File: config.mk
export PLATFORM = sky130hd
export DESIGN_NAME = apb_arb_master
export DESIGN_NICKNAME = d
export VERILOG_FILES = /design/src/rtl/apb_arb_master.sv
export SDC_FILE = /design/constraint.sdc
export NUM_CORES = 1
export LEC_CHECK = 0
export ABC_AREA = 1
export BUFFER_PORTS_ARGS = -buffer_cell sky130_fd_sc_hd__buf_2
export CAP_MARGIN = 20
export CORE_MARGIN = 3
export CORE_UTILIZATION = 25
export CTS_CLUSTER_SIZE = 28
export DETAILED_ROUTE_END_ITERATION = 16
export PLACE_DENSITY = 0.58
export SLEW_MARGIN = 20
export SYNTH_ARGS = -nofsm -noshare
export SYNTH_HDL_FRONTEND = slang
export SYNTH_SLANG_ARGS = --single-unit
File: constraint.sdc
create_clock -name cpu_clk -period 2.78 [get_ports cpu_clk]
set_input_delay 0.417 -clock cpu_clk [delete_from_list [all_inputs] [get_ports cpu_clk]]
set_output_delay 0.417 -clock cpu_clk [all_outputs]
set_load 0.01 [all_outputs]
File: src/rtl/apb_arb_master.sv
// apb_arb_master: round-robin arbiter and APB master for two requesters
// sharing one 8-bit APB register bus. One transfer is outstanding at a time.
// Each transfer runs SETUP -> ACCESS, and every output is registered.
// Optional feature (define APB_TIMEOUT_EN): ACCESS is force-terminated with
// err=1 after TIMEOUT_CYCLES wait cycles with pready low.
module apb_arb_master #(
  parameter int ADDR_W         = 8,
  parameter int DATA_W         = 8,
  parameter int TIMEOUT_CYCLES = 255
) (
  input  logic              cpu_clk,
  input  logic              cpu_rstn,
  input  logic              req0_valid,
  input  logic              req0_write,
  input  logic [ADDR_W-1:0] req0_addr,
  input  logic [DATA_W-1:0] req0_wdata,
  output logic              req0_done,
  output logic [DATA_W-1:0] req0_rdata,
  output logic              req0_err,
  input  logic              req1_valid,
  input  logic              req1_write,
  input  logic [ADDR_W-1:0] req1_addr,
  input  logic [DATA_W-1:0] req1_wdata,
  output logic              req1_done,
  output logic [DATA_W-1:0] req1_rdata,
  output logic              req1_err,
  output logic              psel,
  output logic              penable,
  output logic              pwrite,
  output logic [ADDR_W-1:0] paddr,
  output logic [DATA_W-1:0] pwdata,
  input  logic [DATA_W-1:0] prdata,
  input  logic              pready,
  input  logic              pslverr
);

  typedef enum logic [1:0] {IDLE, SETUP, ACCESS} state_t;

  state_t state, state_nxt;

  // The APB output registers double as the request latch. They are loaded
  // at grant and held until completion, so later changes on reqN_* are ignored.
  logic              last_grant, last_grant_nxt;
  logic              grant_id, grant_id_nxt;
  logic              psel_nxt, penable_nxt, pwrite_nxt;
  logic [ADDR_W-1:0] paddr_nxt;
  logic [DATA_W-1:0] pwdata_nxt;
  logic              done0_nxt, done1_nxt, err0_nxt, err1_nxt;
  logic [DATA_W-1:0] rdata0_nxt, rdata1_nxt;

  // A requester stays ineligible for the cycle in which it sees done.
  // That rule, together with the IDLE state, gives the mandatory IDLE gap.
  logic elig0, elig1, any_req, pick;
  logic timeout_hit, complete;
  logic              cpl_err;
  logic [DATA_W-1:0] cpl_rdata;

  assign elig0   = req0_valid & ~req0_done;
  assign elig1   = req1_valid & ~req1_done;
  assign any_req = elig0 | elig1;
  // On a tie, grant the requester that was not served last.
  assign pick    = (elig0 & elig1) ? ~last_grant : elig1;

  if (TIMEOUT_CYCLES < 1) begin : g_bad_timeout
    $error("apb_arb_master: TIMEOUT_CYCLES must be at least 1");
  end

`ifdef APB_TIMEOUT_EN
  localparam int CNT_W = $clog2(TIMEOUT_CYCLES + 1);

  logic [CNT_W-1:0] wait_cnt;

  // Count the ACCESS cycles spent with pready low. The counter is zero
  // whenever the FSM is outside ACCESS.
  always_ff @(posedge cpu_clk or negedge cpu_rstn) begin
    if (!cpu_rstn) begin
      wait_cnt <= '0;
    end else if (state != ACCESS) begin
      wait_cnt <= '0;
    end else if (!pready && (wait_cnt != CNT_W'(TIMEOUT_CYCLES))) begin
      wait_cnt <= wait_cnt + 1'b1;
    end
  end

  assign timeout_hit = (state == ACCESS) && !pready &&
                       (wait_cnt == CNT_W'(TIMEOUT_CYCLES));
`else
  assign timeout_hit = 1'b0;
`endif

  assign complete  = (state == ACCESS) && (pready || timeout_hit);
  // A normal pready completion has priority over a timeout in the same cycle.
  assign cpl_err   = pready ? pslverr : 1'b1;
  assign cpl_rdata = pready ? prdata : '0;

  // State register.
  // NOTE: sequential state uses non-blocking (<=) so every flop samples
  // pre-edge values; blocking here would create order-dependent races.
  always_ff @(posedge cpu_clk or negedge cpu_rstn) begin
    if (!cpu_rstn) state <= IDLE;
    else           state <= state_nxt;
  end

  // Next-state logic.
  // NOTE: each always_comb assigns a default before any branch, so no path
  // leaves a signal unassigned and no latch is inferred.
  always_comb begin
    state_nxt = state;
    unique case (state)
      IDLE:    if (any_req) state_nxt = SETUP;
      SETUP:   state_nxt = ACCESS;
      ACCESS:  if (complete) state_nxt = IDLE;
      default: state_nxt = IDLE;
    endcase
  end

  // Next values of the registered outputs, grant bookkeeping and completion status.
  always_comb begin
    last_grant_nxt = last_grant;
    grant_id_nxt   = grant_id;
    psel_nxt       = psel;
    penable_nxt    = penable;
    pwrite_nxt     = pwrite;
    paddr_nxt      = paddr;
    pwdata_nxt     = pwdata;
    done0_nxt      = 1'b0;
    done1_nxt      = 1'b0;
    err0_nxt       = req0_err;
    err1_nxt       = req1_err;
    rdata0_nxt     = req0_rdata;
    rdata1_nxt     = req1_rdata;
    unique case (state)
      IDLE: begin
        if (any_req) begin
          grant_id_nxt   = pick;
          last_grant_nxt = pick;
          psel_nxt       = 1'b1;
          penable_nxt    = 1'b0;
          pwrite_nxt     = pick ? req1_write : req0_write;
          paddr_nxt      = pick ? req1_addr  : req0_addr;
          pwdata_nxt     = pick ? req1_wdata : req0_wdata;
        end
      end
      SETUP: penable_nxt = 1'b1;
      ACCESS: begin
        if (complete) begin
          psel_nxt    = 1'b0;
          penable_nxt = 1'b0;
          pwrite_nxt  = 1'b0;
          pwdata_nxt  = '0;
          if (grant_id) begin
            done1_nxt = 1'b1;
            err1_nxt  = cpl_err;
            if (!pwrite) rdata1_nxt = cpl_rdata;
          end else begin
            done0_nxt = 1'b1;
            err0_nxt  = cpl_err;
            if (!pwrite) rdata0_nxt = cpl_rdata;
          end
        end
      end
      default: ;
    endcase
  end

  // Output and grant registers. last_grant resets to 1 so requester 0 wins the first tie.
  always_ff @(posedge cpu_clk or negedge cpu_rstn) begin
    if (!cpu_rstn) begin
      last_grant <= 1'b1;
      grant_id   <= 1'b0;
      psel       <= 1'b0;
      penable    <= 1'b0;
      pwrite     <= 1'b0;
      paddr      <= '0;
      pwdata     <= '0;
      req0_done  <= 1'b0;
      req1_done  <= 1'b0;
      req0_err   <= 1'b0;
      req1_err   <= 1'b0;
      req0_rdata <= '0;
      req1_rdata <= '0;
    end else begin
      last_grant <= last_grant_nxt;
      grant_id   <= grant_id_nxt;
      psel       <= psel_nxt;
      penable    <= penable_nxt;
      pwrite     <= pwrite_nxt;
      paddr      <= paddr_nxt;
      pwdata     <= pwdata_nxt;
      req0_done  <= done0_nxt;
      req1_done  <= done1_nxt;
      req0_err   <= err0_nxt;
      req1_err   <= err1_nxt;
      req0_rdata <= rdata0_nxt;
      req1_rdata <= rdata1_nxt;
    end
  end

endmodule

==> summary.txt, run 1 <==
Yosys
  • Async set-reset flop share out of synthesis: 1.000
  • Synth top area cells: dfrtp_1, nand2_1, nand3_1, inv_1, o21ai_0
  • Synth Area in Adders: 0
  • Post-synthesis sequential area ratio: 0.5110
  • Simple-Gate Fraction of Synth Area: 0.3371
  • Post-synthesis compound-gate area fraction: 0.02849
  • #FFs+latches synth: 43
  • Yosys Warn Count: 0
  • Top FF cell, synth: dfrtp_1
  • Multiplexer share of the synthesized area: 0
  • Post-synth EDFFs: 0
  • Most instantiated cells after synthesis: nand2_1, nand3_1, inv_1
  • Netlist Area Pre-Place: 2108 µm²
  • Post-synthesis net count: 324
  • Post-synth top area cell: dfrtp_1
  • Count leader, synth: nand2_1
  • Syn avg cell area: 7.639 µm²
  • XOR/XNOR share of the synthesized area: 0
  • Netlist cell types: 18
  • Main combinational cell family by area after synthesis: simple AND/OR/NAND/NOR gates
  • Top cell type's share of synthesized area: 0.4985
  • Syn Inst Count: 276

Hold path
  • Hold Crit Class: in2async

Place
  • Area post-placement: 2594 µm²
  • Post-DP HPWL: 4166 µm
  • PortBufs: 86
  • Pre-CTS setup slack: 827.1 ps
  • Final Wtd Congestion: 0.7412
  • Placed Cells: 454

Worst setup path
  • CP max stage delay: 420 ps
  • CP bufs+invs: 0
  • Worst Path Required: 2970 ps
  • Cell family with most CP delay: simple AND/OR/NAND/NOR gates
  • RR Startpoint: state[0]
  • Register-to-Register Path Depth: 6
  • Highest-delay cell along the critical path: nor2_2
  • Crit path depth: 6
  • Worst setup path end: req0_rdata[3]
  • WP data arrival: 1980 ps
  • CP Capture Type: flop
  • Startpoint Class: flop
  • CP most frequent cell: nand2_1
  • Critical path, cell by cell: nor2_2 > nand2_2 > nor2_2 > nand2_1 > nand2_1 > nand2_1
  • Worst setup path startpoint: state[0]
  • R2r setup slk: 980 ps
  • Reg2reg end: req0_rdata[3]
  • Crit-path max FO: 24
  • CP Class: reg2reg

Power and ir drop
  • Total power divided by cell area: 940.2 nW/µm²
  • Sw Share: 0.4198
  • Sw power: 1.057 mW
  • Max rail drop VDD: 0.2281 mV
  • Clock network power share: 0.154
  • Power Internal: 1.461 mW
  • Share of power burned in registers: 0.426
  • P_leak: 1.662 nW
  • Comb power frac: 0.420
  • Pwr Total: 2.518 mW

Floorplan
  • Chip height: 97.83 µm
  • Rows: 32
  • Die Width: 97.83 µm
  • Ports: 87
  • Initial Utilization: 0.2646
  • Core area: 7968 µm²
  • Die ar.: 9571 µm²

Timing
  • Relative slew slack: 0.3748
  • Clock Skew: 6.999 ps
  • Final setup fails: 0
  • Slew Viols, Final: 0
  • Final period utilization: 0.6464
  • RSZ-0062 raised after global routing: false
  • Hold Fails Final Rpt: 0
  • Slew @ Worst Pin: 937.8 ps
  • Setup TNS: 0 ps
  • Max Clk Rate: 0.5565 GHz
  • Minimum clock period: 1797 ps
  • Fin worst setup slack: 983.1 ps

Flow run
  • Maxcap violations: 0

Outcome
  • Status: completed

Detailed routing
  • ANT nets after route: 0
  • DR WL/cell: 12.03 µm
  • Final wirelength: 5558 µm
  • Initial DRC Count: 88
  • TritonRoute pass-1 iters: 4
  • Vias: 1953
  • Via density: 4.227
  • Drc violations: 0

CTS
  • Max Buffers Root-to-Sink: 2
  • CTS sink cnt: 43
  • TritonCTS buffer count: 5
  • CTS H-tree depth: 2
  • Clk Latency, worst-skew pair: 290 ps
  • Hold buffers post-CTS: 0
  • Clk slew on worst S/H paths: 80 ps
  • Clock root cell: clkbuf_8
  • Gates resized, CTS repair: 0
  • Post-CTS setup buffer count: 0
  • CTS tree: yes

Global route
  • Largest net degree at the start of global routing: 44
  • Overflow after GRT: 0
  • First-pass GRT wire length: 9404 µm
  • Initial antenna violation count: 0
  • Global Route Usage Sum: 0.1198
  • Number of global-route vias before repair: 1951

Layout
  • Area Growth Syn to Fin: 27.00%
  • # nets final: 407
  • Cell Count, Final, Fillers Out: 462
  • Share of layout cells above drive strength 1: 0.2972
  • Fillers: 880
  • N_diodes: 0
  • Final instance area: 2678 µm²
  • Seq. cell area: 1077 µm²
  • Multi-input logic area: 770.7 µm²
[cell usage in the layout (no fill, tap or decap), types with 3 or more instances in the layout]
master	n
dfrtp_1	42
inv_2	4
nand3_1	52
o21ai_0	11
clkbuf_8	5
nand2_1	98
buf_2	86
inv_1	46
clkinv_2	3
[power groups by stage]
stage          sequential (mW)  clock, mW  combinational [mW]
5_1_grt                   1.11      0.425                1.23
4_1_cts                   1.08      0.400                1.09
2_1_floorplan             1.18          0               0.572
3_5_place_dp              1.09          0                1.09
6_report                  1.07      0.387                1.06
3_3_place_gp              1.09          0                1.07
[routing by layer]
| metal | up-vias | routed length, µm | global-route usage |
|---|---|---|---|
| met1 | 881 | 2605 | 0.1664 |
| li1 | 1008 | - | - |
| met5 | - | 0 | 0 |
| met4 | 0 | 41 | 0.02875 |
| met2 | 60 | 2490 | 0.1801 |
| met3 | 4 | 420 | 0.04071 |
[worst min path at each step]
stage	start	to	slack [ps]
2_1_floorplan	cpu_rstn	grant_id	120
3_3_place_gp	psel	psel	450
3_5_place_dp	psel	psel	460
4_1_cts	cpu_rstn	pwdata[3]	290
5_1_grt	cpu_rstn	pwdata[1]	340
6_report	cpu_rstn	paddr[0]	260
[through the flow]
step | utilization | hold slack (ps)
4_1_cts | 0.3361 | 292.9
6_report | 0.3361 | 256.9
3_3_place_gp | 0.3255 | 452.7
2_1_floorplan | - | 121.4
5_1_grt | 0.3361 | 341.0
3_5_place_dp | 0.3255 | 457.5
[state kept, by name, summed over array words and instances (netlist names), 2 cells and up]
signal	cells
state	2
req0_rdata	8
paddr	8
req1_rdata	8
pwdata	8
[layout make-up]
| cell class | instances | share of cell area |
|---|---|---|
| repair buffers | 86 | 0.1607 |
| flip-flops and latches | 43 | 0.4023 |
| clock buffers | 5 | 0.02570 |
| clock inverters | 3 | 0.005607 |
| inverters | 50 | 0.07009 |
| multi-input cells | 173 | 0.2879 |
| well taps | 102 | 0.04766 |
[cell families after synthesis]
kind of cell	Yosys count
flip-flops	43
AND/OR/NAND/NOR	161
buffers and inverters	60
AO/OA/AOI/OAI	12
Note: power is estimated with default switching activity, not from simulation.
==> run 2: changes to the inputs <==
ABC_AREA = 0   (was 1)
PLACE_DENSITY = 0.61   (was 0.58)
clock period = 1.5 ns   (was 2.78 ns; I/O delays follow)
==> run 2 against run 1 <==
Effect of this change: sequential share of layout area grew 0.15 points; sequential power grew 82%; maximum frequency grew 23%; final cell count shrank 23%; area after synthesis shrank 9.7%; non-clock buffer count grew 16; die area shrank 9.1%; largest cell class unchanged; critical path type unchanged; design area shrank 0.37%; clock power grew 89%; wire length shrank 20%; combinational power grew 88%.
==> summary.txt, run 2 <==
Outcome
  • Status: completed (unchanged)

Floorplan
  • Die ar.: 8700 µm² (was 9571 µm²)
  • Initial Utilization: 0.2598 (was 0.2646)
  • Chip height: 93.28 µm (was 97.83 µm)
  • Core area: 7331 µm² (was 7968 µm²)
  • Die Width: 93.28 µm (was 97.83 µm)
  • Ports: 87 (unchanged)
  • Rows: 31 (was 32)

Yosys
  • Syn avg cell area: 11.98 µm² (was 7.639 µm²)
  • Top cell type's share of synthesized area: 0.5519 (was 0.4985)
  • Synth top area cells: dfrtp_1, mux2_4, mux2i_1, o21ai_0, nand2_1 (was dfrtp_1, nand2_1, nand3_1, inv_1, o21ai_0)
  • Post-synthesis sequential area ratio: 0.5657 (was 0.5110)
  • Top FF cell, synth: dfrtp_1 (unchanged)
  • Most instantiated cells after synthesis: dfrtp_1, o21ai_0, mux2i_1 (was nand2_1, nand3_1, inv_1)
  • Post-synthesis net count: 207 (was 324)
  • #FFs+latches synth: 43 (unchanged)
  • Netlist Area Pre-Place: 1904 µm² (was 2108 µm²)
  • Netlist cell types: 22 (was 18)
  • Yosys Warn Count: 0 (unchanged)
  • Syn Inst Count: 159 (was 276)
  • Post-synth top area cell: dfrtp_1 (unchanged)
  • Post-synth EDFFs: 0 (unchanged)
  • Async set-reset flop share out of synthesis: 1.000 (unchanged)
  • Count leader, synth: dfrtp_1 (was nand2_1)

Layout
  • Fillers: 731 (was 880)
  • Final instance area: 2668 µm² (was 2678 µm²)
  • N_diodes: 0 (unchanged)
  • # nets final: 306 (was 407)
  • Share of layout cells above drive strength 1: 0.5000 (was 0.2972)
  • Commonest cells after routing, fill and taps aside: buf_2, dfrtp_1, o21ai_0 (was nand2_1, buf_2, nand3_1)
  • Most common cell after layout, fill and taps aside: buf_2 (was nand2_1)
  • Area Growth Syn to Fin: 40.08% (was 27.00%)

Place
  • Final Wtd Congestion: 0.7400 (was 0.7412)
  • Post-DP HPWL: 3328 µm (was 4166 µm)
  • PortBufs: 86 (unchanged)
  • Area post-placement: 2506 µm² (was 2594 µm²)

Global route
  • Number of global-route vias before repair: 1524 (was 1951)
  • First-pass GRT wire length: 7300 µm (was 9404 µm)
  • Largest net degree at the start of global routing: 41 (was 44)
  • Initial antenna violation count: 0 (unchanged)
  • Global Route Usage Sum: 0.1064 (was 0.1198)
  • Overflow after GRT: 0 (unchanged)

Timing
  • Slew @ Worst Pin: 511.3 ps (was 937.8 ps)
  • RSZ-0062 raised after global routing: true (was false)
  • Final setup fails: 0 (unchanged)
  • Clock Skew: 10.34 ps (was 6.999 ps)
  • Slew Viols, Final: 0 (unchanged)
  • Hold WS: 187.1 ps (was 256.9 ps)
  • Max Clk Rate: 0.6869 GHz (was 0.5565 GHz)
  • Hold Fails Final Rpt: 0 (unchanged)
  • Minimum clock period: 1456 ps (was 1797 ps)
  • Final period utilization: 0.9705 (was 0.6464)
  • Relative slew slack: 0.6592 (was 0.3748)
  • Setup TNS: 0 ps (unchanged)

Power and ir drop
  • Pwr Total: 4.671 mW (was 2.518 mW)
  • Sw power: 1.625 mW (was 1.057 mW)
  • Max rail drop VDD: 0.6303 mV (was 0.2281 mV)
  • Sw Share: 0.3480 (was 0.4198)
  • Share of power burned in registers: 0.417 (was 0.426)
  • Power Internal: 3.046 mW (was 1.461 mW)
  • Total power divided by cell area: 1751 nW/µm² (was 940.2 nW/µm²)
  • Comb power frac: 0.427 (was 0.420)
  • P_leak: 1.475 nW (was 1.662 nW)
  • Clock network power share: 0.156 (was 0.154)

Flow run
  • Maxcap violations: 0 (unchanged)

Worst setup path
  • CP Capture Type: flop (unchanged)
  • WP data arrival: 1630 ps (was 1980 ps)
  • CP Class: reg2reg (unchanged)
  • Crit-path max FO: 5 (was 24)
  • Worst Path Required: 1680 ps (was 2970 ps)
  • Startpoint Class: flop (unchanged)

Hold path
  • Hold Crit Class: in2reg (was in2async)

CTS
  • Clk slew on worst S/H paths: 80 ps (about the same)
  • TritonCTS buffer count: 5 (unchanged)
  • Clock root cell: clkbuf_8 (unchanged)
  • CTS sink cnt: 43 (unchanged)
  • Max Buffers Root-to-Sink: 2 (unchanged)
  • CTS tree: yes (unchanged)
  • Clk Latency, worst-skew pair: 290 ps (about the same)
  • CTS H-tree depth: 2 (unchanged)

Detailed routing
  • Final wirelength: 4454 µm (was 5558 µm)
  • Vias: 1500 (was 1953)
  • DR WL/cell: 12.48 µm (was 12.03 µm)
  • TritonRoute pass-1 iters: 4 (unchanged)
  • ANT nets after route: 0 (unchanged)
  • Via density: 4.202 (was 4.227)
  • Drc violations: 0 (unchanged)
  • Initial DRC Count: 39 (was 88)
-- run 2: path summary, 6_finish.rpt --
path,startpoint,end,slack [ps],cells after the start
worst max-delay path,state[0],req1_rdata[0],40,4
worst min-delay path,pslverr,req0_err,190,2
worst max register to register,state[0],req1_rdata[0],40,4
worst min register to register,paddr[7],paddr[7],480,2
max in group asynchronous,cpu_rstn,req1_rdata[3],540,3
min in group asynchronous,cpu_rstn,state[0],440,2
-- run 2: logic make-up after synthesis --
family                 count (synthesis)  share of synthesized area
flip-flops                            43                     0.5657
AND/OR/NAND/NOR                       42                     0.1104
multiplexers                          32                     0.2017
AO/OA/AOI/OAI                         29                    0.08279
buffers and inverters                 13                    0.03942
-- run 2: timing repair --
item | 4_1_cts | 5_1_grt
buffers inserted | 0 | 3
gates resized for setup | 1 | 4
hold buffers | 1 | 0
pin swaps | 0 | 1
cloned | 0 | 1
endpoints found under the setup margin | 17 | 29
hold endpoints to repair | 17 | 0
-- run 2: metal layers --
metal / global-route usage / part of all wire / vias up / wire length, µm
met5: 0 / 0 / - / 0
met4: 0.02930 / 0.0036 / 0 / 16
met3: 0.03298 / 0.084 / 2 / 372
met2: 0.1709 / 0.47 / 64 / 2079
met1: 0.1382 / 0.45 / 695 / 1985
li1: - / - / 739 / -
-- run 2: layout make-up --
type / instances / area, µm² / share of cell area
tap: 99 / 123.9 / 0.04644
inverter: 3 / 11.26 / 0.004221
clock inverter: 1 / 5.005 / 0.001876
multi-input combinational: 103 / 772.0 / 0.2894
clock buffer: 6 / 82.58 / 0.03096
sequential: 43 / 1077 / 0.4038
timing repair buffer: 102 / 595.6 / 0.2233
-- run 2: metrics by stage --
stage               worst slack (ps)  utilization  instances
finish                         44.18       0.3639        357
CTS                            32.27       0.3560        353
global placement              -27.80       0.3419        345
floorplan                      54.34            -        159
global route                  -4.123       0.3639        357
detailed placement            -62.35       0.3419        345
-- run 2: worst max-delay path, cell delays in order (launching register included) --
cell      delay (ps)
dfrtp_1          380
nand3b_4         160
or3_4            340
buf_2            170
mux2_4           300
-- run 2: power groups by stage --
stage / sequential [mW] / combinational [mW] / clock (mW)
final: 1.95 / 1.99 / 0.730
after global routing: 2.02 / 2.23 / 0.815
after CTS: 1.96 / 1.97 / 0.782
after detailed placement: 1.97 / 1.97 / 0
after global placement: 1.96 / 1.93 / 0
after floorplan: 2.18 / 0.916 / 0
